===== src/rtl/fetch_controller_if.sv =====
// fetch_controller_if: PC control, program memory and decoder handshake signals; master = fetch_controller, slave = environment
interface fetch_controller_if #(parameter int INSTR_WIDTH = 16);
  logic [15:0] CounterValue;
  logic [15:0] PcLoadValue;
  logic PcLoadEnable;
  logic signed [8:0] PcOffset;
  logic PcOffsetEnable;
  logic [15:0] MemAddress;
  logic MemRead;
  logic [INSTR_WIDTH-1:0] MemData;
  logic [INSTR_WIDTH-1:0] Instruction;
  logic InstrValid;
  logic InstrReady;
  logic BranchTaken;
  logic signed [8:0] BranchOffset;
  logic JumpTaken;
  logic [15:0] JumpTarget;
  modport master (
    input CounterValue, MemData, InstrReady, BranchTaken, BranchOffset, JumpTaken, JumpTarget,
    output PcLoadValue, PcLoadEnable, PcOffset, PcOffsetEnable, MemAddress, MemRead, Instruction, InstrValid
  );
  modport slave (
    output CounterValue, MemData, InstrReady, BranchTaken, BranchOffset, JumpTaken, JumpTarget,
    input PcLoadValue, PcLoadEnable, PcOffset, PcOffsetEnable, MemAddress, MemRead, Instruction, InstrValid
  );
endinterface


===== src/rtl/fetch_controller.sv =====
// fetch_controller: ISSUE/CAPTURE/HOLD fetch FSM driving PC controls, memory reads and the instruction register; ports Clock, Reset (sync, high), bus (fetch_controller_if.master)
module fetch_controller #(parameter int INSTR_WIDTH = 16) (
  input logic Clock,
  input logic Reset,
  fetch_controller_if.master bus
);
  typedef enum logic [1:0] {ISSUE, CAPTURE, HOLD} state_t;
  state_t state_q, state_d;
  logic [INSTR_WIDTH-1:0] instr_q, instr_d;
  logic valid_q, valid_d;
  logic redirect, fetch, load_en, offset_en;
  logic [15:0] load_value;
  logic signed [8:0] offset;
  always_comb begin
    redirect = bus.JumpTaken || bus.BranchTaken;
    fetch = !Reset && !redirect && (state_q == ISSUE || (state_q == HOLD && bus.InstrReady));
    state_d = redirect ? ISSUE :
              state_q == ISSUE ? CAPTURE :
              state_q == CAPTURE ? HOLD :
              bus.InstrReady ? CAPTURE : HOLD;
    instr_d = (!redirect && state_q == CAPTURE) ? bus.MemData : instr_q;
    valid_d = state_q == CAPTURE ? !redirect :
              state_q == HOLD ? valid_q && !redirect && !bus.InstrReady : valid_q;
    load_en = !Reset && bus.JumpTaken;
    offset_en = !Reset && !bus.JumpTaken && (bus.BranchTaken || fetch);
    load_value = load_en ? bus.JumpTarget : '0;
    offset = !offset_en ? 9'sd0 : bus.BranchTaken ? bus.BranchOffset : 9'sd1;
  end
  always_ff @(posedge Clock) begin
    if (Reset) begin
      state_q <= ISSUE;
      instr_q <= '0;
      valid_q <= 1'b0;
    end else begin
      state_q <= state_d;
      instr_q <= instr_d;
      valid_q <= valid_d;
    end
  end
  assign bus.MemRead = fetch;
  assign bus.MemAddress = fetch ? bus.CounterValue : '0;
  assign bus.PcLoadEnable = load_en;
  assign bus.PcLoadValue = load_value;
  assign bus.PcOffsetEnable = offset_en;
  assign bus.PcOffset = offset;
  assign bus.Instruction = instr_q;
  assign bus.InstrValid = valid_q;
endmodule


===== src/flat_wrapper.sv =====
// flat-port wrapper written by rule: the top's interface ports become plain ports
module fetch_controller_flat 
#(parameter int INSTR_WIDTH = 16)
  (Clock, Reset, bus_CounterValue, bus_MemData, bus_InstrReady, bus_BranchTaken, bus_BranchOffset, bus_JumpTaken, bus_JumpTarget, bus_PcLoadValue, bus_PcLoadEnable, bus_PcOffset, bus_PcOffsetEnable, bus_MemAddress, bus_MemRead, bus_Instruction, bus_InstrValid);
  fetch_controller_if #(.INSTR_WIDTH(INSTR_WIDTH)) bus_i ();
  input logic Clock;
  input logic Reset;
  input wire logic [$bits(bus_i.CounterValue)-1:0] bus_CounterValue;
  input wire logic [$bits(bus_i.MemData)-1:0] bus_MemData;
  input wire logic [$bits(bus_i.InstrReady)-1:0] bus_InstrReady;
  input wire logic [$bits(bus_i.BranchTaken)-1:0] bus_BranchTaken;
  input wire logic [$bits(bus_i.BranchOffset)-1:0] bus_BranchOffset;
  input wire logic [$bits(bus_i.JumpTaken)-1:0] bus_JumpTaken;
  input wire logic [$bits(bus_i.JumpTarget)-1:0] bus_JumpTarget;
  output wire logic [$bits(bus_i.PcLoadValue)-1:0] bus_PcLoadValue;
  output wire logic [$bits(bus_i.PcLoadEnable)-1:0] bus_PcLoadEnable;
  output wire logic [$bits(bus_i.PcOffset)-1:0] bus_PcOffset;
  output wire logic [$bits(bus_i.PcOffsetEnable)-1:0] bus_PcOffsetEnable;
  output wire logic [$bits(bus_i.MemAddress)-1:0] bus_MemAddress;
  output wire logic [$bits(bus_i.MemRead)-1:0] bus_MemRead;
  output wire logic [$bits(bus_i.Instruction)-1:0] bus_Instruction;
  output wire logic [$bits(bus_i.InstrValid)-1:0] bus_InstrValid;
  assign bus_i.CounterValue = bus_CounterValue;
  assign bus_i.MemData = bus_MemData;
  assign bus_i.InstrReady = bus_InstrReady;
  assign bus_i.BranchTaken = bus_BranchTaken;
  assign bus_i.BranchOffset = bus_BranchOffset;
  assign bus_i.JumpTaken = bus_JumpTaken;
  assign bus_i.JumpTarget = bus_JumpTarget;
  assign bus_PcLoadValue = bus_i.PcLoadValue;
  assign bus_PcLoadEnable = bus_i.PcLoadEnable;
  assign bus_PcOffset = bus_i.PcOffset;
  assign bus_PcOffsetEnable = bus_i.PcOffsetEnable;
  assign bus_MemAddress = bus_i.MemAddress;
  assign bus_MemRead = bus_i.MemRead;
  assign bus_Instruction = bus_i.Instruction;
  assign bus_InstrValid = bus_i.InstrValid;
  fetch_controller #(.INSTR_WIDTH(INSTR_WIDTH)) u_core (.Clock(Clock), .Reset(Reset), .bus(bus_i));
endmodule

===== config.mk =====
export PLATFORM = sky130hd
export DESIGN_NAME = fetch_controller_flat
export DESIGN_NICKNAME = d
export VERILOG_FILES = /design/src/rtl/fetch_controller_if.sv /design/src/rtl/fetch_controller.sv /design/src/flat_wrapper.sv
export SDC_FILE = /design/constraint.sdc
export NUM_CORES = 1
export LEC_CHECK = 0
export ABC_AREA = 1
export BUFFER_PORTS_ARGS = -buffer_cell sky130_fd_sc_hd__buf_4
export CORE_ASPECT_RATIO = 0.75
export CORE_MARGIN = 3
export CORE_UTILIZATION = 25
export CTS_CLUSTER_SIZE = 40
export DETAILED_ROUTE_END_ITERATION = 12
export PLACE_DENSITY = 0.55
export SLEW_MARGIN = 20
export SYNTH_ARGS = -nofsm -noshare
export SYNTH_HDL_FRONTEND = slang
export SYNTH_SLANG_ARGS = --single-unit

===== constraint.sdc =====
create_clock -name Clock -period 3.7 [get_ports Clock]
set_input_delay 0 -clock Clock [delete_from_list [all_inputs] [get_ports Clock]]
set_output_delay 0 -clock Clock [all_outputs]
set_load 0.005 [all_outputs]

==> impl_metrics.yaml, run 1 <==
outcome:
  outcome: "finished, final reports clean"
drt:
  firstDrtPassIters: 4
  drt-initial-drc-count: 60
  antenna_left: 0
  via_per_inst: 3.82
  drc: 0
  routedWlPerCell_um: 9.32
  num_vias: 1575
  wl_mm: 3.84
floorplanning:
  die_x_um: 89.6
  die_area_um2: 6150
  die-height_um: 68.7
  design.core.area_um2: 4980
  initial_core_util_pct: 26.3
  row_count: 22
  pin_count: 123
pwr:
  total_leakage_power_nw: 1.40
  cellPowerDensity_nw_per_um2: 216
  pwr-share-clk_pct: 29.0
  p_seq_share_pct: 42.7
  switching_share_pct: 26.4
  vdd_drop_max_v: 0.000119
  pwr-share-comb_pct: 28.3
  power_switching_mw: 0.131
  intPower_mw: 0.364
  p_total_mw: 0.494
logic_synthesis:
  synth_edf_count: 0
  synth.area.top_cells: "dfxtp_1 (29%), inv_1 (18%), nor2_1 (14%)"
  synthFlopType: "dfxtp_1"
  ys_types: 16
  async_flop_share_pct: 0
  yosysMostFrequentCell: "inv_1"
  ys_warn_count: 0
  synth_area_per_cell_um2: 5.85
  yosysTopAreaCell: "dfxtp_1"
  synth.ff_latch_count: 19
  yosysTopAreaCellShare_pct: 29.0
  syn_nets: 289
  syn_area_um2: 1310
  synth.top_cells.by_count: "inv_1 (64), nor2_1 (49), nand2_1 (31), dfxtp_1 (19), a21oi_1 (18)"
  yosysSeqAreaShare_pct: 29.0
  syn_inst: 224
timing:
  period_needed_ns: 1.51
  slew_headroom_pct: 54.8
  tightest_slew_ns: 0.676
  hold_viol_final: 0
  final.setup.tns_ns: 0
  finalCritPeriodShare_pct: 40.9
  finalClockSkew_ns: 0.00316
  rsz0062_at_grt: "false"
  slew_violations: 0
  setup_viol: 0
  max_freq_mhz: 661
grt:
  gr-total-overflow: 0
  grt_max_degree: 35
  track_usage_pct: 11.7
  grt_pass1_vias: 1361
  antenna_found_initial: 0
  grt_pass1_wl_mm: 5.76
job:
  maxCapViolCount: 0
critical_path:
  setup.worst_path.class: "reg -> out"
  cp_cell_sequence: "inv_1 -> ha_1 -> inv_1 -> nand2_1 -> nand3_4 -> nor2_1 -> buf_4"
  start_kind: "flip-flop"
  arrival_ns: 1.51
  crit_top_cell: "inv_1"
  path_max_fanout: 18
  critPathCaptureType: "output port"
  slowest_stage: "dfxtp_1"
  crit_required_ns: 3.70
  cpPeakStageDelay_ns: 0.33
clocking:
  worstSkewPairLatency_ns: 0.25
  cts_sinks: 19
  htree_levels: 1
  path_clk_slew_ns: 0.07
  ctsHoldBuffers: 0
  cts_tree: "done"
  cts-buffers-inserted: 3
  post-cts-setup-buffer-count: 0
  post_cts_resized: 0
  cts_buffer_depth: 2
  root_buffer: "clkbuf_8"
placement:
  hpwl_mm: 3.10
  place_congestion: 0.717
  port_buffers: 122
cells_and_area:
  drive_gt1_share_pct: 41.2
  area_growth_pct: 74.7
  nNetsFinal: 406
  diodes: 0
hold_path:
  worst_hold_path_type: "in -> reg"
## per-stage QoR
| step | instance area (µm²) | utilization, % | cells | setup WS, ns | hold slack, ns |
|---|---|---|---|---|---|
| 2_1_floorplan | 1310 | - | 224 | 2.51 | 0.0707 |
| 3_3_place_gp | 2240 | 45.0 | 408 | 1.97 | 0.289 |
| 3_5_place_dp | 2240 | 45.0 | 408 | 1.93 | 0.289 |
| 4_1_cts | 2290 | 45.9 | 412 | 1.90 | 0.0104 |
| 5_1_grt | 2290 | 45.9 | 412 | 2.01 | 0.0348 |
| 6_report | 2290 | 45.9 | 412 | 2.19 | 0.0160 |
## kinds of logic after synthesis
group	synth area share, %
flip-flops	29.0
buffers and inverters	24.5
AND/OR/NAND/NOR	36.8
adder cells (fa/ha/maj)	2.87
AO/OA/AOI/OAI	6.88
## flip-flops by register name, indices dropped and copies added (netlist names)
| register | count |
|---|---|
| u_core.state_q | 2 |
| u_core.bus.InstrValid | 1 |
| u_core.bus.Instruction | 16 |
## worst max-delay path, delay by kind of cell (launching register included)
| family | cells | cell delay (ns) |
|---|---|---|
| adders and majority gates | 1 | 0.15 |
| buffers and inverters | 3 | 0.27 |
| DFF | 1 | 0.33 |
| and+or+nand+nor | 3 | 0.50 |
## worst paths after layout
kind	from	to	slack [ns]	depth (start not counted)
max reg2reg	u_core.state_q[1]$_SDFF_PP0_	u_core.bus.InstrValid$_SDFFE_PP0P_	2.28	6
min	bus_InstrReady	u_core.state_q[0]$_SDFF_PP0_	0.02	3
min reg2reg	u_core.state_q[1]$_SDFF_PP0_	u_core.state_q[0]$_SDFF_PP0_	0.48	2
max	u_core.state_q[1]$_SDFF_PP0_	bus_MemAddress[6]	2.19	7
## routing by layer
metal  share of wire (%)  vias to the layer above  global-route usage (%)
met1                  45                      650                    16.3
met3                 6.5                        0                    3.33
met5                   0                        -                       0
li1                    -                      873                       -
met2                  48                       52                    18.2
met4                   0                        0                    1.67
## cell type report
type / count / area (µm²)
clock inverters: 1 / 5.00
fillers: 516 / 2690
repair buffers: 122 / 916
flip-flops and latches: 19 / 380
multi-input cells: 130 / 612
well taps: 72 / 90.1
clock buffers: 3 / 41.3
inverters: 65 / 244
## power by group through the flow
| stage | combinational [mW] | clock [mW] | sequential, mW |
|---|---|---|---|
| after floorplan | 0.0588 | 0 | 0.216 |
| after CTS | 0.142 | 0.148 | 0.211 |
| after global routing | 0.158 | 0.157 | 0.211 |
| after detailed placement | 0.142 | 0 | 0.216 |
| after global placement | 0.141 | 0 | 0.216 |
| final | 0.140 | 0.143 | 0.211 |
## cell usage in the layout (no fill, tap or decap), types with 2 or more instances in the layout
cell type	n
clkbuf_8	3
nand3_1	17
ha_1	2
nor2_1	49
nand2_1	31
inv_1	64
nor2_4	2
dfxtp_1	19
nor2_2	8
a21oi_1	18
buf_4	122
Note: power is estimated with default switching activity, not from simulation.
==> inputs of run 2 (changes only) <==
Clock period 3.7 ns to 1.6 ns, I/O delays scaled along.
==> run 2 against run 1 <==
Effect of this change:
- clock skew shrank 0.00098 ns
- utilization increased by 0.90 points
- worst hold slack gained 0.0017 ns
- non-clock buffer count rose by 2
- count of clock-buffer cells in the layout did not move
- routed wire length up 4.9%
- final cell count up 0.73%
- via count is 1.4% higher
- critical endpoint is now bus_PcOffset[0]
- largest power group unchanged
- largest cell class unchanged
==> impl_metrics.yaml, run 2 (synthesized netlist as in run 1, its figures left out) <==
drt:
  drt-initial-drc-count: 39
  firstDrtPassIters: 4
  wl_mm: 4.03
  routedWlPerCell_um: 9.70
  antenna_left: 0
  drc: 0
  via_per_inst: 3.85
  num_vias: 1597
hold_path:
  holdCritStartpoint: "bus_InstrReady"
  whs_path_depth: 3
  worst_hold_path_type: "in -> reg"
  holdPathEnd: "u_core.state_q[0]$_SDFF_PP0_"
cells_and_area:
  largest_reg_flops: 16
  nNetsFinal: 409
  final_common_cell: "buf_4"
  area_growth_pct: 78.1
  final_cell_mix: "buf_4 (123), inv_1 (64), nor2_1 (49), nand2_1 (30), dfxtp_1 (19)"
  drive_gt1_share_pct: 41.7
  final_cells: 415
  diodes: 0
pwr:
  total_leakage_power_nw: 1.41
  switching_share_pct: 26.3
  p_seq_share_pct: 42.4
  power_switching_mw: 0.302
  vdd_drop_max_v: 0.000239
  cellPowerDensity_nw_per_um2: 492
  pwr-share-clk_pct: 28.3
  intPower_mw: 0.847
  pwr-share-comb_pct: 29.3
clocking:
  cts-buffers-inserted: 3
  path_clk_slew_ns: 0.07
  cts_sinks: 19
  worstSkewPairLatency_ns: 0.25
  cts_tree: "done"
  cts_buffer_depth: 2
  post-cts-setup-buffer-count: 0
  ctsHoldBuffers: 0
  htree_levels: 1
  root_buffer: "clkbuf_8"
placement:
  place_inst: 410
  place_congestion: 0.747
  hpwl_mm: 3.19
  port_buffers: 122
timing:
  slew_violations: 0
  slew_headroom_pct: 78.8
  hold_viol_final: 0
  fin_hold_ws_ns: 0.0178
  rsz0062_at_grt: "false"
  finalClockSkew_ns: 0.00218
  tightest_slew_ns: 0.317
  setup_viol: 0
  max_freq_mhz: 697
  finalCritPeriodShare_pct: 89.6
  period_needed_ns: 1.43
  final.setup.tns_ns: 0
grt:
  grt_max_degree: 35
  gr-total-overflow: 0
  antenna_found_initial: 0
  track_usage_pct: 11.6
  grt_pass1_vias: 1306
  grt_pass1_wl_mm: 5.64
critical_path:
  r2r-end: "u_core.bus.InstrValid$_SDFFE_PP0P_"
  slowest_stage: "dfxtp_1"
  crit_top_cell: "inv_1"
  arrival_ns: 1.43
  critPathCaptureType: "output port"
  path_max_fanout: 9
  start_kind: "flip-flop"
  r2r_cells: 7
  cpPeakStageDelay_ns: 0.35
  rrSetupSlack_ns: 0.41
  cp_cell_sequence: "inv_1 -> ha_1 -> inv_1 -> nand2_2 -> nand3_4 -> nand2_1 -> buf_4"
  r2r_start: "u_core.state_q[1]$_SDFF_PP0_"
  crit_required_ns: 1.60
  setup.worst_path.class: "reg -> out"
floorplanning:
  initial_core_util_pct: 26.3
  design.core.area_um2: 4980
  die_area_um2: 6150
  row_count: 22
  die-height_um: 68.7
  pin_count: 123
  die_x_um: 89.6
outcome:
  outcome: "finished, final reports clean"
job:
  maxCapViolCount: 0
[run 2: cell types whose count changed in the layout (fill, tap and decap cells not counted), sizes merged]
cell | before | now
nand3 | 18 | 19
buf | 122 | 124
[run 2: final cells by class]
type / count / area (µm²)
fill: 512 / 2650
inverter: 65 / 244
clock inverter: 1 / 5.00
tap: 72 / 90.1
multi-input combinational: 131 / 629
sequential: 19 / 380
clock buffer: 3 / 41.3
timing repair buffer: 124 / 943
[run 2: worst max-delay path by stage]
stage,endpoint,cells after the start,from,slack [ns]
after detailed placement,bus_MemAddress[15],7,u_core.state_q[1]$_SDFF_PP0_,0.36
final,bus_PcOffset[0],7,u_core.state_q[1]$_SDFF_PP0_,0.17
after floorplan,u_core.bus.Instruction[0]$_SDFFE_PP0P_,6,u_core.state_q[1]$_SDFF_PP0_,0.41
after global placement,bus_MemAddress[1],7,u_core.state_q[1]$_SDFF_PP0_,0.41
after CTS,bus_MemAddress[15],7,u_core.state_q[1]$_SDFF_PP0_,0.07
after global routing,bus_PcOffset[0],7,u_core.state_q[0]$_SDFF_PP0_,0.05
[run 2: routing by layer]
metal	GRT usage, %	vias to the layer above	share of wire [%]
met5	0	-	0
met4	2.79	0	0.67
met2	20.1	50	49
met3	3.80	2	6.8
met1	13.8	670	44
li1	-	875	-
[run 2: repair_timing]
action,4_1_cts,5_1_grt
resized for setup,0,2
endpoints found under the setup margin,0,17
hold endpoints to repair,0,0
[run 2: critical path: cells and delay by family, from the launching register on]
family | cells | cell delay, ns
adder cells (fa/ha/maj) | 1 | 0.18
buffers and inverters | 3 | 0.30
flip-flops | 1 | 0.35
AND/OR/NAND/NOR | 3 | 0.36
[run 2: through the flow]
step,utilization (%),cell area (µm²),power (mW),setup WS [ns]
floorplan,-,1310,0.635,0.407
global placement,45.5,2270,0.831,0.406
detailed placement,45.5,2270,0.834,0.355
CTS,46.4,2310,1.17,0.0665
global route,46.8,2330,1.22,0.0522
finish,46.8,2330,1.15,0.166
[run 2: power groups by stage]
stage / sequential [mW] / combinational (mW) / clock (mW)
2_1_floorplan: 0.499 / 0.136 / 0
3_3_place_gp: 0.498 / 0.334 / 0
3_5_place_dp: 0.498 / 0.335 / 0
4_1_cts: 0.487 / 0.337 / 0.346
5_1_grt: 0.488 / 0.377 / 0.358
6_report: 0.487 / 0.336 / 0.325
==> inputs of run 3 (changes only) <==
Settings changed: MAX_ROUTING_LAYER from default to met4.
==> run 3 against run 2 <==
Effect of this change:
- largest cell class unchanged
- worst setup slack worse by 0.00051 ns
- combinational power hardly changed
- global-route usage is 0.33 points higher
- utilization stayed put
- die area stayed put
==> impl_metrics.yaml, run 3 (synthesized netlist as in run 1, its figures left out) <==
floorplanning:
  pin_count: 123
  die_x_um: 89.6
  die_area_um2: 6150
  design.core.area_um2: 4980
  row_count: 22
  die-height_um: 68.7
  initial_core_util_pct: 26.3
drt:
  wl_mm: 4.03
  routedWlPerCell_um: 9.71
  firstDrtPassIters: 4
  antenna_left: 0
  via_per_inst: 3.86
  drt-initial-drc-count: 39
  drc: 0
  num_vias: 1601
cells_and_area:
  final.fill_count: 512
  area_growth_pct: 78.1
  final_common_cell: "buf_4"
  final_cell_mix: "buf_4 (123), inv_1 (64), nor2_1 (49), nand2_1 (30), dfxtp_1 (19)"
  nNetsFinal: 409
  final_cells: 415
  largest_reg_flops: 16
  drive_gt1_share_pct: 41.7
  diodes: 0
timing:
  slew_violations: 0
  max_freq_mhz: 697
  rsz0062_at_grt: "false"
  period_needed_ns: 1.43
  finalCritPeriodShare_pct: 89.6
  final.setup.tns_ns: 0
  finalClockSkew_ns: 0.00227
  slew_headroom_pct: 78.8
  setup_viol: 0
  hold_viol_final: 0
  tightest_slew_ns: 0.317
grt:
  gr-total-overflow: 0
  grt_pass1_vias: 1306
  antenna_found_initial: 0
  grt_max_degree: 35
  grt_pass1_wl_mm: 5.64
  track_usage_pct: 11.9
critical_path:
  setup.worst_path.class: "reg -> out"
  startpoint: "u_core.state_q[1]$_SDFF_PP0_"
  start_kind: "flip-flop"
  slowest_stage: "dfxtp_1"
  arrival_ns: 1.43
  cpPeakStageDelay_ns: 0.35
  cp_cell_sequence: "inv_1 -> ha_1 -> inv_1 -> nand2_2 -> nand3_4 -> nand2_1 -> buf_4"
  path_max_fanout: 9
  critPathCaptureType: "output port"
  crit_required_ns: 1.60
  crit_top_cell: "inv_1"
  r2r_start: "u_core.state_q[1]$_SDFF_PP0_"
clocking:
  post-cts-setup-buffer-count: 0
  path_clk_slew_ns: 0.07
  cts_tree: "done"
  cts_sinks: 19
  root_buffer: "clkbuf_8"
  cts-buffers-inserted: 3
  htree_levels: 1
  cts_buffer_depth: 2
  worstSkewPairLatency_ns: 0.25
placement:
  hpwl_mm: 3.19
  place_inst: 410
  place_congestion: 0.756
  port_buffers: 122
pwr:
  switching_share_pct: 26.3
  vdd_drop_max_v: 0.000239
  total_leakage_power_nw: 1.41
  pwr-share-comb_pct: 29.3
  pwr-share-clk_pct: 28.3
  cellPowerDensity_nw_per_um2: 492
  power_switching_mw: 0.302
  p_seq_share_pct: 42.4
  intPower_mw: 0.847
  p_total_mw: 1.15
outcome:
  outcome: "finished, final reports clean"
hold_path:
  worst_hold_path_type: "in -> reg"
  holdCritStartpoint: "bus_InstrReady"
job:
  maxCapViolCount: 0
## run 3: cell counts in the layout (fill, tap and decap cells not counted)
No cell type changed its count.
## run 3: per-layer routing
layer  GRT usage [%]  routed length, µm  part of all wire (%)  up-vias
li1                -                  -                     -      875
met1            14.2               1800                    45      672
met2            20.1               1980                    49       52
met3            3.21                234                   5.8        2
met4            2.79                 13                  0.32        0
met5               -                  0                     0        -
## run 3: final cells by class
cell class,instances,area [µm²],area share [%]
Clock buffer,3,41.3,1.77
Clock inverter,1,5.00,0.214
Sequential cell,19,380,16.3
Multi-Input combinational cell,131,629,27.0
Inverter,65,244,10.5
Timing Repair Buffer,124,943,40.4
Tap cell,72,90.1,3.86
## run 3: power groups by stage
stage / clock (mW) / sequential (mW) / combinational [mW]
2_1_floorplan: 0 / 0.499 / 0.136
3_3_place_gp: 0 / 0.498 / 0.334
3_5_place_dp: 0 / 0.498 / 0.335
4_1_cts: 0.346 / 0.487 / 0.337
6_report: 0.325 / 0.487 / 0.336
5_1_grt: 0.358 / 0.488 / 0.377
## run 3: what timing repair did
action / in CTS / in global routing
setup endpoints to repair: 0 / 17
hold buffers: 0 / 0
resized for setup: 0 / 2
## run 3: final timing paths
kind,end,slack [ns],cells past startpoint
max,bus_PcOffset[0],0.17,7
min,u_core.state_q[0]$_SDFF_PP0_,0.02,3
max reg2reg,u_core.bus.InstrValid$_SDFFE_PP0P_,0.41,7
min reg2reg,u_core.state_q[0]$_SDFF_PP0_,0.47,2
## run 3: critical path, delay by kind of cell, from the launching register on
| family | cells | cell delay, ns |
|---|---|---|
| adders and majority gates | 1 | 0.18 |
| buffers and inverters | 3 | 0.30 |
| DFF | 1 | 0.35 |
| and+or+nand+nor | 3 | 0.36 |
## run 3: per-stage QoR
| step | cell area (µm²) | hold WS [ns] | util (%) | setup slack (ns) |
|---|---|---|---|---|
| 2_1_floorplan | 1310 | 0.0707 | - | 0.407 |
| 3_3_place_gp | 2270 | 0.285 | 45.5 | 0.406 |
| 3_5_place_dp | 2270 | 0.286 | 45.5 | 0.355 |
| 4_1_cts | 2310 | 0.00859 | 46.4 | 0.0665 |
| 5_1_grt | 2330 | 0.0170 | 46.8 | 0.0522 |
| 6_report | 2330 | 0.0172 | 46.8 | 0.166 |
